<file path="src/rtl/fila_cmd_front.sv">
// ============================================================================
//  Module   : fila_cmd_front
//  Function : push-button command front-end for an 8-entry byte queue
//             (sync, debounce, edge detect, legality-checked strobes)
//  Revision : 1.0  initial release
// ============================================================================
`timescale 1ns/1ps
`default_nettype none

module fila_cmd_front #(
    parameter int WIDTH           = 8,
    parameter int DEPTH           = 8,
    parameter int DEBOUNCE_CYCLES = 200
) (
    input  logic             clk_10KHz,
    input  logic             reset,
    input  logic             btn_enq_raw,
    input  logic             btn_deq_raw,
    input  logic [WIDTH-1:0] sw_data,
    input  logic [7:0]       len_in,
    output logic [WIDTH-1:0] data_out,
    output logic             enqueue_out,
    output logic             dequeue_out,
    output logic             reject_out,
    output logic             full_out,
    output logic             empty_out
);

    localparam int                 C_CNT_W    = (DEBOUNCE_CYCLES > 1) ? $clog2(DEBOUNCE_CYCLES) : 1;
    localparam logic [C_CNT_W-1:0] C_CNT_LAST = C_CNT_W'(DEBOUNCE_CYCLES - 1);
    localparam logic [7:0]         C_DEPTH    = 8'(DEPTH);

    typedef enum logic [1:0] {
        S_IDLE = 2'd0,
        S_ENQ  = 2'd1,
        S_DEQ  = 2'd2,
        S_HOLD = 2'd3
    } state_t;

    // Channel 0 is enqueue, channel 1 is dequeue.
    logic [1:0] w_raw;
    logic [1:0] w_rise;

    assign w_raw = {btn_deq_raw, btn_enq_raw};

    genvar gi;
    generate
        for (gi = 0; gi < 2; gi++) begin : g_btn
            logic               r_sync1;
            logic               r_sync2;
            logic               r_level;
            logic               r_level_d;
            logic [C_CNT_W-1:0] r_cnt;

            always_ff @(posedge clk_10KHz or posedge reset) begin
                if (reset) begin
                    r_sync1   <= 1'b0;
                    r_sync2   <= 1'b0;
                    r_level   <= 1'b0;
                    r_level_d <= 1'b0;
                    r_cnt     <= '0;
                end else begin
                    r_sync1   <= w_raw[gi];
                    r_sync2   <= r_sync1;
                    r_level_d <= r_level;
                    if (r_sync2 == r_level) begin
                        r_cnt <= '0;
                    end else if (r_cnt == C_CNT_LAST) begin
                        r_level <= ~r_level;
                        r_cnt   <= '0;
                    end else begin
                        r_cnt <= r_cnt + 1'b1;
                    end
                end
            end

            assign w_rise[gi] = r_level & ~r_level_d;
        end
    endgenerate

    state_t r_state;
    state_t w_state_next;
    logic   r_pend_enq;
    logic   r_pend_deq;
    logic   w_clr_enq;
    logic   w_clr_deq;
    logic   w_reject;
    logic   w_load;
    logic   w_full;
    logic   w_empty;

    assign w_full  = (len_in >= C_DEPTH);
    assign w_empty = (len_in == 8'd0);

    always_comb begin
        w_state_next = r_state;
        w_clr_enq    = 1'b0;
        w_clr_deq    = 1'b0;
        w_reject     = 1'b0;
        w_load       = 1'b0;
        case (r_state)
            S_IDLE: begin
                if (r_pend_enq) begin
                    w_clr_enq = 1'b1;
                    if (!w_full) begin
                        w_load       = 1'b1;
                        w_state_next = S_ENQ;
                    end else begin
                        w_reject = 1'b1;
                    end
                end else if (r_pend_deq) begin
                    w_clr_deq = 1'b1;
                    if (!w_empty) begin
                        w_state_next = S_DEQ;
                    end else begin
                        w_reject = 1'b1;
                    end
                end
            end
            S_ENQ:   w_state_next = S_HOLD;
            S_DEQ:   w_state_next = S_HOLD;
            S_HOLD:  w_state_next = S_IDLE;
            default: w_state_next = S_IDLE;
        endcase
    end

    // A fresh edge arriving on the same cycle the request is consumed survives.
    always_ff @(posedge clk_10KHz or posedge reset) begin
        if (reset) begin
            r_state     <= S_IDLE;
            r_pend_enq  <= 1'b0;
            r_pend_deq  <= 1'b0;
            data_out    <= '0;
            enqueue_out <= 1'b0;
            dequeue_out <= 1'b0;
            reject_out  <= 1'b0;
            full_out    <= 1'b0;
            empty_out   <= 1'b1;
        end else begin
            r_state     <= w_state_next;
            r_pend_enq  <= (r_pend_enq & ~w_clr_enq) | w_rise[0];
            r_pend_deq  <= (r_pend_deq & ~w_clr_deq) | w_rise[1];
            if (w_load) begin
                data_out <= sw_data;
            end
            enqueue_out <= (w_state_next == S_ENQ);
            dequeue_out <= (w_state_next == S_DEQ);
            reject_out  <= w_reject;
            full_out    <= w_full;
            empty_out   <= w_empty;
        end
    end

endmodule

`default_nettype wire
</file>
<file path="config.mk">
export PLATFORM = sky130hd
export DESIGN_NAME = fila_cmd_front
export DESIGN_NICKNAME = d
export VERILOG_FILES = /design/src/rtl/fila_cmd_front.sv
export SDC_FILE = /design/constraint.sdc
export NUM_CORES = 1
export LEC_CHECK = 0
export ABC_AREA = 1
export CORE_MARGIN = 3
export CORE_UTILIZATION = 49
export DETAILED_ROUTE_END_ITERATION = 8
export GPL_TIMING_DRIVEN = 0
export PLACE_DENSITY = 0.77
export SLEW_MARGIN = 30
export SYNTH_ARGS = -nofsm -noshare
export SYNTH_HDL_FRONTEND = slang
export SYNTH_SLANG_ARGS = --single-unit
</file>
<file path="constraint.sdc">
create_clock -name clk_10KHz -period 1.5 [get_ports clk_10KHz]
set_input_delay 0.15 -clock clk_10KHz [delete_from_list [all_inputs] [get_ports clk_10KHz]]
set_output_delay 0.15 -clock clk_10KHz [all_outputs]
set_load 0.02 [all_outputs]
</file>
### Word level (Yosys, flattened, before mapping)

Index checks and enable logic that the tools add are counted.

* $add $sub $neg: 2
* magnitude comparators: 1
* equal/unequal tests: 9
* mux-type cells: 22
* bitwise logic cells: 14
* reduce and logical (&&, ||, !) cells: 5

Operators by type and width (number)
* $mux 8: 4
* $add 8x1->8 const B: 2
* $eq 8x8->1 const B: 2
* $mux 1: 13
* $ge 8x4->1 const B: 1
* $logic_not 8->1: 1
* $mux 2: 4
* $not 1->1: 8
* $eq 2x2->1 const B: 3
* $pmux 2 s3: 1
* $and 1x1->1: 4
* $eq 2x1->1 const B: 2
* $reduce_and 2->1: 2
* $eq 1x1->1: 2
* $logic_not 2->1: 1
* $or 1x1->1: 2
* $reduce_or 2->1: 1

* register bits after elaboration: 41
* input port bits: 20
* output and inout bits: 13
* word-level logic and storage cells: 72

### Longest topological paths before layout

Gate-level depths: netlist of run 1.

* depth after elaboration: 6
* depth in mapped cells: 7

### Worst setup path before layout of run 1

Ideal clock, no wire load.

* kind: flip-flop to flip-flop
* start point: reg r_state[0]
* end point: reg r_pend_deq
* arrival: 1001 ps
* required time: 1371 ps
* slack: 370 ps
* cell stages (with the launch flop): 6
* path through: dfrtp_1 inv_1 ha_1 inv_1 o21ai_0 o21ai_0

* longest elaborated chain between the ends: 5

RTL lines
* from (decl): RTL line 81 `state_t r_state;`
* from (signal assigned): RTL line 140 `r_state <= w_state_next;`
* $logic_not 2->1: RTL line 101 `case (r_state)`
* $mux 1: RTL line 101
* $not 1->1: RTL line 142 `r_pend_deq <= (r_pend_deq & ~w_clr_deq) | w_rise[1];`
* $and 1x1->1: RTL line 142
* $or 1x1->1: RTL line 142
* to (signal assigned): RTL line 142
* to (decl): RTL line 84 `logic r_pend_deq;`

Every way passes these cells.
A chain may end at the register's enable or synchronous reset.

### Worst setup path in the final report of run 1

* start point: reg data_out[3]
* end point: out data_out[3]

RTL lines
* from (decl): RTL line 21 `output logic [WIDTH-1:0] data_out,`
* from (signal assigned): RTL line 144 `data_out <= sw_data;`

No word-level cell between the ends.

==> results.json, run 1 <==
{
  "status": "completed",
  "r2r_start": "g_btn[1].r_cnt[0]",
  "async_reset_ff_share_pct": 100,
  "fillCellCount": 281,
  "clkTransAtPathRegs_ps": 110,
  "synth_warnings": 0,
  "start_util_pct": 52.1,
  "vias": 1340,
  "ant_nets": 0,
  "slew_viol_final": 0,
  "cts_num_sinks": 41,
  "synth-edff-count": 0,
  "worst-endpoint-required_ps": 1350,
  "slew_headroom_pct": 76.0,
  "grt_overflow": 0,
  "rows": 21,
  "drcViolationCount": 0,
  "cts_buffer_depth": 2,
  "ys_types": 28,
  "fp.dieArea_mm2": 0.00439,
  "worstMarginPinSlew_ps": 358,
  "grt_pass1_wl_um": 5150,
  "fin_hold_ws_ps": 71.1,
  "cts_tree": "yes",
  "numPortBuffers": 32,
  "cts_hold_buf": 0,
  "setup_viol_count_final": 0,
  "cp_slowest_cell": "clkdlybuf4s50_1",
  "drive_above_1_share_pct": 9.83,
  "cp.depth": 1,
  "ys_ff_latch": 41,
  "synth_cells": 193,
  "finalPower_uw": 1760,
  "hpwl_um": 2220,
  "hold_viol_final": 0,
  "root_buffer": "clkbuf_4",
  "yosys.area.top_type_share_pct": 56.3,
  "drt_iter0_drc": 80,
  "end_kind": "output port",
  "setup.worst_path.start": "data_out[3]",
  "cp_max_fo": 2,
  "avgViaCountPerCell": 4.79,
  "power.density_mw_per_mm2": 785,
  "cpLargestDelayFamily": "buffers and inverters",
  "dp.cells": 272,
  "ctsHtreeMaxLevel": 2,
  "path_cells": "clkdlybuf4s50_1",
  "reg2reg_to": "g_btn[1].r_cnt[0]",
  "drt-total-wl_um": 2990,
  "cpPeakStageDelay_ps": 600,
  "die_w_um": 66.3,
  "syn_area_mm2": 0.00178,
  "routabilityCongestion": 0.764,
  "power.leakage_uw": 0.00122,
  "synth-main-ff-cell": "dfrtp_1",
  "gr-usage-all-layers_pct": 15.4,
  "postSynthAreaPerCell_um2": 9.22,
  "ff2ff_path_depth": 6,
  "diodes": 0,
  "instances_no_fill": 280,
  "wire_per_inst_um": 10.7,
  "max_freq_mhz": 695,
  "grt_max_degree": 30,
  "drt_first_pass_iters": 4,
  "clock_latency_ps": 330,
  "numCtsBuffers": 5,
  "clock_skew_ps": 6.03,
  "critical_path.startpoint_type": "flop",
  "die_height_um": 66.3,
  "min_period_over_period_pct": 95.9,
  "setup-tns-final_ps": 0,
  "crit_buf_inv": 1,
  "ir_drop_mv": 0.641,
  "synth_area_leaders": "dfrtp_1, nand2_1, nor2_1, nand3_1, inv_1",
  "synth_nets": 216,
  "fin_nets": 256,
  "area_growth_pct": 26.0,
  "r2r_slack_ps": 200,
  "hold_path_class": "in2async",
  "antenna_found_initial": 0,
  "worstSetupPathType": "reg2out",
  "synth-seq-area-share_pct": 57.7,
  "yosysTopAreaCell": "dfrtp_1",
  "cts_setup_buffers": 0,
  "period_minus_slack_ps": 1440,
  "rsz0062_at_grt": "false",
  "core_area_mm2": 0.00342,
  "grt_pass1_vias": 1186,
  "io_pins": 33,
  "worstSetupEndpoint": "data_out[3]",
  "crit_arrival_ps": 1290,
  "maxCapViolations": 0
}
cells by family after synthesis:
group,count (synthesis),synth area share [%]
AO/OA/AOI/OAI,18,6.05
XOR/XNOR,2,0.985
adder cells (fa/ha/maj),3,2.11
buffers and inverters,27,5.84
flip-flops,41,57.7
AND/OR/NAND/NOR,102,27.3
through the flow:
step | cell area (µm²) | util [%] | worst slack, ps
6_report | 2240 | 65.6 | 62.1
5_1_grt | 2240 | 65.6 | 0.885
4_1_cts | 2220 | 65.1 | 31.9
3_5_place_dp | 2180 | 63.7 | 77.5
3_3_place_gp | 2160 | 63.2 | -407
2_1_floorplan | 1780 | - | 370
where the power goes:
part           leakage, µW  total [µW]  switching (µW)  internal, µW
logic             0.000640         122            57.2          65.1
clock network    0.0000265         505             317           187
registers         0.000550        1130            10.5          1120
cell type report:
cell class              instances  area (µm²)  share of cell area, %
flip-flops and latches         41        1030                   45.8
multi-input cells             125         648                   28.9
repair buffers                 33         357                   15.9
inverters                      26        98.8                   4.41
well taps                      46        57.6                   2.57
clock buffers                   8        48.8                   2.18
plain buffers                   1        5.00                  0.223
layout by cell type, fill, tap and decap left out, types with 2 or more instances in the layout:
cell type,synthesis,routed
o21ai_0,8,8
nand3_2,2,2
nand3_1,18,18
clkbuf_4,0,5
dfrtp_1,40,40
nor2_4,2,2
nor2_1,27,27
nor3_2,2,2
clkdlybuf4s50_1,0,24
ha_1,3,3
a21oi_1,7,7
clkbuf_1,0,3
nand2_1,38,38
nor3_1,5,5
nand4_1,2,2
inv_1,24,23
dlymetal6s2s_1,0,7
inv_2,1,2
cells in the mapped netlist, types with 2 or more instances:
cell type,count
a21oi_1,7
dfrtp_1,40
ha_1,3
inv_1,24
nand2_1,38
nand3_1,18
nand3_2,2
nand4_1,2
nor2_1,27
nor2_4,2
nor3_1,5
nor3_2,2
o21ai_0,8
layer usage:
layer  vias to the layer above  track usage (%)  share of wire, %
met5                         -                0                 0
met4                         0             5.33              0.97
met3                         6             5.61               6.4
met2                        36             24.3                48
met1                       601             19.5                45
li1                        697                -                 -
how the worst min path moves through the flow:
stage	endpoint	depth (start not counted)
after floorplan	g_btn[0].r_sync1	0
after global placement	g_btn[0].r_sync2	0
after detailed placement	g_btn[1].r_sync2	0
after CTS	g_btn[0].r_cnt[4]	2
after global routing	g_btn[1].r_sync1	2
final	g_btn[0].r_cnt[4]	2
state kept, by name, summed over array words and instances (netlist names):
name             count
reject_out           1
enqueue_out          1
dequeue_out          1
g_btn.r_sync2        2
g_btn.r_cnt         16
empty_out            1
g_btn.r_level_d      2
g_btn.r_level        2
g_btn.r_sync1        2
r_state              2
r_pend_enq           1
r_pend_deq           1
data_out             8
full_out             1
timing repair:
| action | 4_1_cts | 5_1_grt |
|---|---|---|
| resized for setup | 1 | 7 |
| hold endpoints to repair | 0 | 0 |
| endpoints found under the setup margin | 1 | 7 |
| pin swaps | 0 | 0 |
Power figures use the tool's default switching activity.
==> run 2: changes to the inputs <==
==> constraint.sdc (replaced) <==
create_clock -name clk_10KHz -period 1.5 [get_ports clk_10KHz]
set_input_delay 0.15 -clock clk_10KHz [delete_from_list [all_inputs] [get_ports clk_10KHz]]
set_output_delay 0.15 -clock clk_10KHz [all_outputs]
set_load 0.01 [all_outputs]
==> run 2 against run 1 <==
  * Maximum frequency grew 3.3%
  * First-iteration DRC count grew 31%
  * Clock-buffer cell count is the same
  * Global-route usage is the same
  * Non-clock buffer count is the same
  * Worst hold slack is essentially flat
==> results.json, run 2 (synthesis gave the netlist of run 1 again) <==
{
  "status": "completed",
  "crit_arrival_ps": 1240,
  "netSwitchingFraction_pct": 21.8,
  "critical_path.startpoint_type": "flop",
  "fin_nets": 256,
  "clock_skew_ps": 5.52,
  "diodes": 0,
  "cp_max_fo": 2,
  "numPortBuffers": 32,
  "wire_per_inst_um": 10.4,
  "clkTransAtPathRegs_ps": 110,
  "cp.depth": 1,
  "crit_buf_inv": 1,
  "final_cell_mix": "dfrtp_1, nand2_1, clkdlybuf4s50_1",
  "hold_viol_final": 0,
  "cts_buffer_depth": 2,
  "drt_first_pass_iters": 4,
  "end_kind": "output port",
  "clkPwrFrac_pct": 28.6,
  "period_minus_slack_ps": 1390,
  "drcViolationCount": 0,
  "setup_viol_count_final": 0,
  "seqPwrFrac_pct": 64.5,
  "cts_hold_buf": 0,
  "cts_num_sinks": 41,
  "numCtsBuffers": 5,
  "grt_pass1_wl_um": 5150,
  "drive_above_1_share_pct": 9.83,
  "path_cells": "clkdlybuf4s50_1",
  "area_growth_pct": 25.0,
  "fin_hold_ws_ps": 71.2,
  "ant_nets": 0,
  "drt-total-wl_um": 2910,
  "grt_pass1_vias": 1186,
  "maxCapViolations": 0,
  "reg2reg_to": "g_btn[1].r_cnt[0]",
  "routabilityCongestion": 0.764,
  "cts_setup_buffers": 0,
  "clock_latency_ps": 330,
  "instances_no_fill": 280,
  "io_pins": 33,
  "finalPower_uw": 1760,
  "internal_power_uw": 1380,
  "ctsHtreeMaxLevel": 2,
  "regMostFlops": "g_btn.r_cnt",
  "power_frac_comb_pct": 6.9,
  "drt_iter0_drc": 105,
  "power.leakage_uw": 0.00109,
  "grt_max_degree": 30,
  "cpPeakStageDelay_ps": 540,
  "layout_commonest_cell": "dfrtp_1",
  "worstSetupPathType": "reg2out",
  "worst-endpoint-required_ps": 1350,
  "avgViaCountPerCell": 4.76,
  "start_util_pct": 52.1,
  "max_freq_mhz": 718,
  "slew_viol_final": 0,
  "largest_reg_flops": 16,
  "fillCellCount": 283,
  "switching_power_uw": 383,
  "slew_headroom_pct": 77.0,
  "antenna_found_initial": 0,
  "grt_overflow": 0,
  "r2r_start": "g_btn[1].r_cnt[0]",
  "r2r_slack_ps": 200,
  "hpwl_um": 2220,
  "gr-usage-all-layers_pct": 15.4,
  "rsz0062_at_grt": "false",
  "rows": 21,
  "vias": 1332,
  "die_height_um": 66.3,
  "ir_drop_mv": 0.640,
  "min_period_over_period_pct": 92.8,
  "ff2ff_path_depth": 6,
  "power.density_mw_per_mm2": 791,
  "hold_path_class": "in2async",
  "root_buffer": "clkbuf_4",
  "cp_slowest_cell": "clkdlybuf4s50_1",
  "cpLargestDelayFamily": "buffers and inverters",
  "top_regs": "g_btn.r_cnt x16, data_out x8",
  "worstMarginPinSlew_ps": 342,
  "core_area_mm2": 0.00342,
  "cts_resized": 1,
  "fp.dieArea_mm2": 0.00439,
  "dp.cells": 272,
  "cts_tree": "yes",
  "die_w_um": 66.3
}
## run 2: cell type report
| cell class | instances | area [µm²] | area share (%) |
|---|---|---|---|
| clock buffer | 8 | 48.8 | 2.19 |
| tap | 46 | 57.6 | 2.59 |
| multi-input combinational | 125 | 648 | 29.1 |
| timing repair buffer | 33 | 339 | 15.2 |
| sequential | 41 | 1030 | 46.2 |
| buffer | 1 | 5.00 | 0.225 |
| inverter | 26 | 98.8 | 4.44 |
## run 2: how the worst max path moves through the flow
stage,startpoint,to,slack [ps]
floorplan,r_state[0],r_pend_deq,370
global placement,reset,g_btn[1].r_cnt[7],-410
detailed placement,len_in[5],data_out[0],80
CTS,data_out[0],data_out[0],100
global route,data_out[4],data_out[4],40
finish,data_out[4],data_out[4],110
## run 2: per-layer routing
layer	track usage, %	part of all wire [%]
met1	19.5	46
met2	24.3	47
met3	5.61	6.7
met4	5.33	0.86
met5	0	0
## run 2: power by group through the flow
stage / Clock, µW / Combinational, µW / Sequential (µW)
final: 503 / 121 / 1130
after global routing: 583 / 137 / 1140
after CTS: 520 / 124 / 1130
after detailed placement: 0 / 124 / 1160
after global placement: 0 / 116 / 1160
after floorplan: 0 / 51.3 / 1150
## run 2: through the flow
| step | utilization, % | worst slack, ps | TNS (ps) | instance area [µm²] |
|---|---|---|---|---|
| 2_1_floorplan | - | 370 | 0 | 1780 |
| 4_1_cts | 65.1 | 99.8 | 0 | 2220 |
| 6_report | 65.1 | 108 | 0 | 2220 |
| 3_3_place_gp | 63.2 | -407 | -16340 | 2160 |
| 5_1_grt | 65.1 | 43.4 | 0 | 2220 |
| 3_5_place_dp | 63.7 | 77.5 | 0 | 2180 |
